--- src/rtl/scan_controller.sv ---
// scan_controller: command-side controller for a primary/alternate scanner pair.
//   - Relays each scanner's start/standby status edges to the other scanner as 1-cycle commands.
//   - Arbitrates the single flush downlink (req/gnt with the uplink radio), issues the flush
//     command, tracks the transfer and accumulates the number of units flushed.
// Ports:
//   clk, reset                      clock (rising edge), asynchronous active-high reset
//   rdy_flushN, start_scan_outN,
//   goto_stby_outN, mem_usedN,
//   stateN                          status from scanner N (N = 1, 2)
//   start_scan_inN, goto_stby_inN,
//   flushN                          commands to scanner N
//   uplink_req / uplink_gnt         downlink request / grant
//   xfer_active                     flush in progress
//   xfer_sel                        selected scanner (0 = scanner 1, 1 = scanner 2)
//   xfer_total                      cumulative units flushed (wraps)
//   xfer_err                        sticky error (ack timeout or grant lost mid-flush)
module scan_controller #(
  parameter int unsigned TOTAL_W     = 16,
  parameter int unsigned COOLDOWN    = 4,
  parameter int unsigned ACK_TIMEOUT = 3
) (
  input  logic               clk,
  input  logic               reset,
  input  logic               rdy_flush1,
  input  logic               start_scan_out1,
  input  logic               goto_stby_out1,
  input  logic [7:0]         mem_used1,
  input  logic [2:0]         state1,
  input  logic               rdy_flush2,
  input  logic               start_scan_out2,
  input  logic               goto_stby_out2,
  input  logic [7:0]         mem_used2,
  input  logic [2:0]         state2,
  output logic               start_scan_in1,
  output logic               goto_stby_in1,
  output logic               flush1,
  output logic               start_scan_in2,
  output logic               goto_stby_in2,
  output logic               flush2,
  output logic               uplink_req,
  input  logic               uplink_gnt,
  output logic               xfer_active,
  output logic               xfer_sel,
  output logic [TOTAL_W-1:0] xfer_total,
  output logic               xfer_err
);

  localparam logic [2:0] ScanLowPwr   = 3'b000;
  localparam logic [2:0] ScanFlushing = 3'b100;
  localparam int unsigned AckW  = (ACK_TIMEOUT > 1) ? $clog2(ACK_TIMEOUT) : 1;
  localparam int unsigned CoolW = (COOLDOWN > 1) ? $clog2(COOLDOWN) : 1;

  typedef enum logic [2:0] {
    StIdle,
    StReq,
    StFlushCmd,
    StWaitAck,
    StFlush,
    StCool
  } state_e;

  state_e             state_q, state_d;
  logic               sel_q, sel_d;
  logic [7:0]         prev_mem_q, prev_mem_d;
  logic [AckW-1:0]    ack_cnt_q, ack_cnt_d;
  logic [CoolW-1:0]   cool_cnt_q, cool_cnt_d;
  logic [TOTAL_W-1:0] total_q, total_d;
  logic               err_q, err_d;

  // Cross relay: previous samples and registered pulses
  logic sso1_prev_q, gso1_prev_q, sso2_prev_q, gso2_prev_q;
  logic ssi1_q, gsi1_q, ssi2_q, gsi2_q;

  logic [7:0] sel_mem;
  logic [2:0] sel_state;

  assign sel_mem   = sel_q ? mem_used2 : mem_used1;
  assign sel_state = sel_q ? state2 : state1;

  always_ff @(posedge clk or posedge reset) begin
    if (reset) begin
      sso1_prev_q <= 1'b0;
      gso1_prev_q <= 1'b0;
      sso2_prev_q <= 1'b0;
      gso2_prev_q <= 1'b0;
      ssi1_q      <= 1'b0;
      gsi1_q      <= 1'b0;
      ssi2_q      <= 1'b0;
      gsi2_q      <= 1'b0;
    end else begin
      sso1_prev_q <= start_scan_out1;
      gso1_prev_q <= goto_stby_out1;
      sso2_prev_q <= start_scan_out2;
      gso2_prev_q <= goto_stby_out2;
      // Scanner 1 status edges command scanner 2 and vice versa
      ssi2_q      <= start_scan_out1 & ~sso1_prev_q;
      gsi2_q      <= goto_stby_out1 & ~gso1_prev_q;
      ssi1_q      <= start_scan_out2 & ~sso2_prev_q;
      gsi1_q      <= goto_stby_out2 & ~gso2_prev_q;
    end
  end

  assign start_scan_in1 = ssi1_q;
  assign goto_stby_in1  = gsi1_q;
  assign start_scan_in2 = ssi2_q;
  assign goto_stby_in2  = gsi2_q;

  always_ff @(posedge clk or posedge reset) begin
    if (reset) begin
      state_q    <= StIdle;
      sel_q      <= 1'b0;
      prev_mem_q <= '0;
      ack_cnt_q  <= '0;
      cool_cnt_q <= '0;
      total_q    <= '0;
      err_q      <= 1'b0;
    end else begin
      state_q    <= state_d;
      sel_q      <= sel_d;
      prev_mem_q <= prev_mem_d;
      ack_cnt_q  <= ack_cnt_d;
      cool_cnt_q <= cool_cnt_d;
      total_q    <= total_d;
      err_q      <= err_d;
    end
  end

  always_comb begin
    state_d     = state_q;
    sel_d       = sel_q;
    prev_mem_d  = prev_mem_q;
    ack_cnt_d   = ack_cnt_q;
    cool_cnt_d  = cool_cnt_q;
    total_d     = total_q;
    err_d       = err_q;
    uplink_req  = 1'b0;
    xfer_active = 1'b0;
    flush1      = 1'b0;
    flush2      = 1'b0;

    unique case (state_q)
      StIdle: begin
        if (rdy_flush1 || rdy_flush2) begin
          // Both ready: fuller memory wins, ties go to scanner 1
          if (rdy_flush1 && rdy_flush2) sel_d = (mem_used2 > mem_used1);
          else                          sel_d = rdy_flush2;
          state_d = StReq;
        end
      end
      StReq: begin
        uplink_req = 1'b1;
        if (uplink_gnt) state_d = StFlushCmd;
      end
      StFlushCmd: begin
        uplink_req = 1'b1;
        flush1     = ~sel_q;
        flush2     = sel_q;
        prev_mem_d = sel_mem;
        ack_cnt_d  = '0;
        state_d    = StWaitAck;
      end
      StWaitAck: begin
        uplink_req = 1'b1;
        if (sel_state == ScanFlushing) begin
          state_d = StFlush;
        end else if (ack_cnt_q == AckW'(ACK_TIMEOUT - 1)) begin
          err_d      = 1'b1;
          cool_cnt_d = '0;
          state_d    = StCool;
        end else begin
          ack_cnt_d = ack_cnt_q + AckW'(1);
        end
      end
      StFlush: begin
        uplink_req  = 1'b1;
        xfer_active = 1'b1;
        // The scanner cannot be aborted, so a lost grant is only flagged
        if (!uplink_gnt) err_d = 1'b1;
        // Only decreases count as flushed; refills are ignored
        if (sel_mem < prev_mem_q) total_d = total_q + TOTAL_W'(prev_mem_q - sel_mem);
        prev_mem_d = sel_mem;
        if (sel_state == ScanLowPwr && sel_mem == 8'd0) begin
          cool_cnt_d = '0;
          state_d    = StCool;
        end
      end
      StCool: begin
        if (cool_cnt_q == CoolW'(COOLDOWN - 1)) state_d = StIdle;
        else                                    cool_cnt_d = cool_cnt_q + CoolW'(1);
      end
      default: state_d = StIdle;
    endcase
  end

  assign xfer_sel   = sel_q;
  assign xfer_total = total_q;
  assign xfer_err   = err_q;

endmodule
--- config.mk ---
export PLATFORM = sky130hd
export DESIGN_NAME = scan_controller
export DESIGN_NICKNAME = d
export VERILOG_FILES = /design/src/rtl/scan_controller.sv
export SDC_FILE = /design/constraint.sdc
export NUM_CORES = 1
export LEC_CHECK = 0
export BUFFER_PORTS_ARGS = -buffer_cell sky130_fd_sc_hd__buf_4
export CAP_MARGIN = 5
export CORE_ASPECT_RATIO = 0.8
export CORE_MARGIN = 5
export CORE_UTILIZATION = 27
export CTS_BUF_LIST = sky130_fd_sc_hd__clkbuf_8
export CTS_CLUSTER_DIAMETER = 50
export DETAILED_ROUTE_END_ITERATION = 10
export SLEW_MARGIN = 40
export SYNTH_ARGS = -nofsm -noshare
export SYNTH_HDL_FRONTEND = slang
export SYNTH_SLANG_ARGS = --single-unit
--- constraint.sdc ---
create_clock -name clk -period 4.45 [get_ports clk]
set_input_delay 0.2225 -clock clk [delete_from_list [all_inputs] [get_ports clk]]
set_output_delay 0.2225 -clock clk [all_outputs]
set_load 0.1 [all_outputs]
Word level (Yosys, flattened, before mapping)
Index checks and enable logic that the tools add are counted.
Word-level totals
  ROM bits: 0
  bits in writable memories: 0
  output and inout port bits: 26
  memories kept: 0
  input bits: 31
  word-level logic and storage cells: 91
  bits in latches: 0
  bits in registers: 41
Cells by class
  bitwise operators: 9
  reduce and logical (&&, ||, !) cells: 17
  equal/unequal tests: 18
  $mul: 0
  $add $sub $neg: 4
  multiplexer cells: 26
  order comparisons: 2
  shifts and indexed selects: 0
  divide/modulo/power cells: 0
Operators by type and width (count)
  2-to-1 mux 3 bit: 7
  inequality test 2 bit, second input constant: 9
  one-hot mux 3 bit (6 select lines): 1
  adder 16 bit: 1
  2-to-1 mux 2 bit: 6
  AND reduction 5 bit: 2
  == test 3 bit, second input constant: 3
  subtractor 8 x 8 -> 9 bit: 1
  > comparator 8 bit: 1
  logical NOT 8 bit: 1
  less-than comparator 8 bit: 1
  2-to-1 mux 1 bit: 8
  2-to-1 mux 8 bit: 1
  == test 3 x 2 -> 1 bit, second input constant: 2
  logical NOT 3 bit: 2
  one-hot mux 2 bit (3 select lines): 1
  inverter 1 bit: 5
  adder 2 x 1 -> 2 bit, second input constant: 2
  AND 1 bit: 4
  == test 2 bit, second input constant: 2
  one-hot mux 2 bit (2 select lines): 1
  AND reduction 2 bit: 2
  AND reduction 4 bit: 1
  nonzero test 2 bit: 2
  9 further kinds: 10

Longest topological paths before layout
  depth in word-level cells: 5
  gate-level depth with buffers: 16
  depth with buffers taken out: 14

Worst setup path after synthesis
No wires, ideal clock.
  path type: register to register
  start: reg sel_q (netlist: xfer_sel)
  end: reg total_q[13] (netlist: xfer_total[13])
  arrival time: 4.921 ns
  required time: 4.324 ns
  buffers on the path: 3
  library setup time: 0.126 ns
  stages on the path, launching flop included: 16
  period minus slack after synthesis: 5.047 ns
  setup slack: -0.597 ns
  cells stage by stage: dfrtp_1 buf_2 buf_1 mux2i_1 ha_1 a21o_1 a21o_1 a221oi_1 ha_1 clkbuf_1 and3_1 or2_2 a21oi_1 o21ai_0 xor2_1 mux2_2
On the way
  word-level cells in the longest chain between the ends: 3
  elaborated cells on any way between the ends: 5
  classes of those cells: add/sub: 2; order compare: 1; mux: 1; reduce/logical: 1
Ends and longest elaborated chain
  start: declaration: RTL line 63  | logic sel_q, sel_d;
  start signal: assignment: RTL line 119  | sel_q <= sel_d;
  2-to-1 mux 8 bit *: RTL line 77  | assign sel_mem = sel_q ? mem_used2 : mem_used1;
  subtractor 8 x 8 -> 9 bit / less-than comparator 8 bit (equally long branches): RTL line 180  | if (sel_mem < prev_mem_q) total_d = total_q + TOTAL_W'(prev_mem_q - sel_mem);
  adder 16 bit / AND reduction 2 bit (equally long branches)
  end signal: assignment: RTL line 123  | total_q <= total_d;
  end: declaration: RTL line 67  | logic [TOTAL_W-1:0] total_q, total_d;
Mark *: on every way between the ends. The rest lies on a longest branch, timed or not.
A chain may end at the register's enable or synchronous reset.

Worst setup path in the final report
  start: reg sel_q (netlist: xfer_sel)
  end: reg total_q[12] (netlist: xfer_total[12])
Same word-level chain as after synthesis.

==> impl_metrics.toml <==
[critical_path]
critPathLaunchType = "flip-flop"
crit_required_ps = 4640
path_max_fanout = 19
arrival_ps = 4310
end_kind = "flip-flop"
path_class = "reg -> reg"

[status]
outcome = "complete, no violations"

[logic_synthesis]
syn_inst = 341
synth_edf_count = 0
postSynthAreaPerCell_um2 = 9.32
async_flop_share_pct = 100
syn-num-nets = 412
ys_types = 58
synth-seq-cells = 41
yosysSeqAreaShare_pct = 32.3
synth_warnings = 0
ys.flop_type = "dfrtp_1"
synth_area_mm2 = 0.00318

[worst_hold_path]
hp-class = "in -> reg"

[global_routing]
grt_max_degree = 42
grt_usage_pct = 10.6
grt_pass1_wl_um = 12600
grt-ovfl-total = 0
grt_pass1_vias = 2669
antenna_found_initial = 0

[clock_network]
cts_buffers = 5
cts_root_buffer = "clkbuf_8"
clock_path_buffers = 2
clk_pin_slew_ps = 80
cts_num_sinks = 41
postCtsSetupRepairBufs = 0
insertion_delay_ps = 300
htree_levels = 2
cts_tree = "yes"

[detailed_routing]
firstDrtPassIters = 4
ant_nets = 0
vias = 2674
wl_per_cell_um = 13.7
drt-initial-drc-count = 102
drt_wl_total_um = 7500
via_per_inst = 4.90
drc = 0

[layout]
stdcell_area_mm2 = 0.00389
utilization_pct = 33.8
fin_nets = 468
layout_common_cells = "58 x buf_4, 40 x dfrtp_1, 38 x ha_1"
diodes = 0
drive_gt1_share_pct = 23.9
syn_to_final_growth_pct = 22.3
final_common_cell = "buf_4"

[timing]
rsz0062_at_grt = "no"
finalHoldViolCount = 0
final_max_slew_viol_count = 0
relSlewSlack_pct = 56.9
fin_crit_ps = 4120
final.setup.tns_ps = 0
fin_crit_sh_pct = 92.6
fin_skew_ps = 4.23
worst_pin_slew_ps = 646
max_freq_mhz = 243
setup_viol = 0

[floorplan]
die_x_um = 131
die-area_mm2 = 0.0141
num_rows = 35
die_h_um = 107
core_area_mm2 = 0.0115
io_pins = 57
start_util_pct = 27.6

[job]
maxCapViolCount = 0

[placement]
placed_area_mm2 = 0.00377
gp_congestion = 0.881
portBuffers = 56
dpl.hpwl_um = 5820
## path summary, 6_finish.rpt
kind / startpoint / endpoint / slack [ps] / cells after the start
worst max-delay path: xfer_sel / xfer_total[12] / 330 / 13
worst min-delay path: goto_stby_out1 / gso1_prev_q / 30 / 1
worst max register to register: xfer_sel / xfer_total[12] / 330 / 13
worst min register to register: gso1_prev_q / goto_stby_in2 / 400 / 1
max in group asynchronous: reset / xfer_sel / 3990 / 3
min in group asynchronous: reset / sso2_prev_q / 60 / 3
## sequential cells by signal, summed over array words and instances, names as in the netlist, 2 cells and up
name	cells
xfer_total	16
ack_cnt_q	2
state_q	3
prev_mem_q	8
cool_cnt_q	2
## metal layers
layer	global-route usage, %	wire, µm	up-vias	share of wire, %
met5	0	0	-	0
met4	2.50	60	0	0.80
met3	2.53	303	7	4.0
met2	16.7	3400	42	45
met1	14.7	3730	1275	50
li1	-	-	1350	-
## logic make-up after synthesis
group	Yosys count	share of synthesized area (%)
multiplexers	25	8.50
AND/OR/NAND/NOR	93	15.8
adder cells (fa/ha/maj)	40	16.2
buffers and inverters	34	4.21
XOR/XNOR	17	4.68
AO/OA/AOI/OAI	91	18.3
flip-flops	41	32.3
## cells in the mapped netlist (all sizes together) (6+ instances only)
library cell,number,area (µm²)
nand2,18,70.1
mux2,16,180
a21o,7,52.6
xnor2,11,96.3
inv,24,90.1
ha,38,475
dfrtp,41,1030
mux2i,9,90.1
nor2b,8,50.1
o21a,8,60.1
nor2,24,92.6
and3,6,37.5
xor2,6,52.6
nand4,7,43.8
a21oi,34,170
o21ai,14,73.8
## cell type report
cell class / instances / area (µm²)
fillers: 1187 / 7630
multi-input cells: 266 / 2030
flip-flops and latches: 41 / 1030
repair buffers: 59 / 440
well taps: 148 / 185
inverters: 24 / 90.1
clock buffers: 6 / 82.6
clock inverters: 2 / 33.8
## critical path, stage by stage (launching register included)
cell and delay (ps):
dfrtp_2 620, mux2i_1 450, ha_1 330, nor2b_1 150, o31a_1 310, o21a_1 210
a21oi_1 170, xnor2_1 90, ha_1 250, or4_4 560, o21ai_2 90, nor2_2 80
or4_1 470, a41o_1 240
## metrics by stage
step | instances | setup slack, ps | hold WS [ps]
2_1_floorplan | 341 | 17.2 | 254
3_3_place_gp | 537 | 382 | 338
3_5_place_dp | 537 | 252 | 339
4_1_cts | 545 | 213 | 18.3
5_1_grt | 546 | 122 | 3.47
6_report | 546 | 330 | 34.2
## what timing repair did
item | 4_1_cts | 5_1_grt
setup endpoints to repair | 0 | 3
hold buffers | 0 | 0
resized for setup | 0 | 1
Power is not shown: default switching activity piles up to over one toggle a cycle in this logic, so the estimate is an artifact.
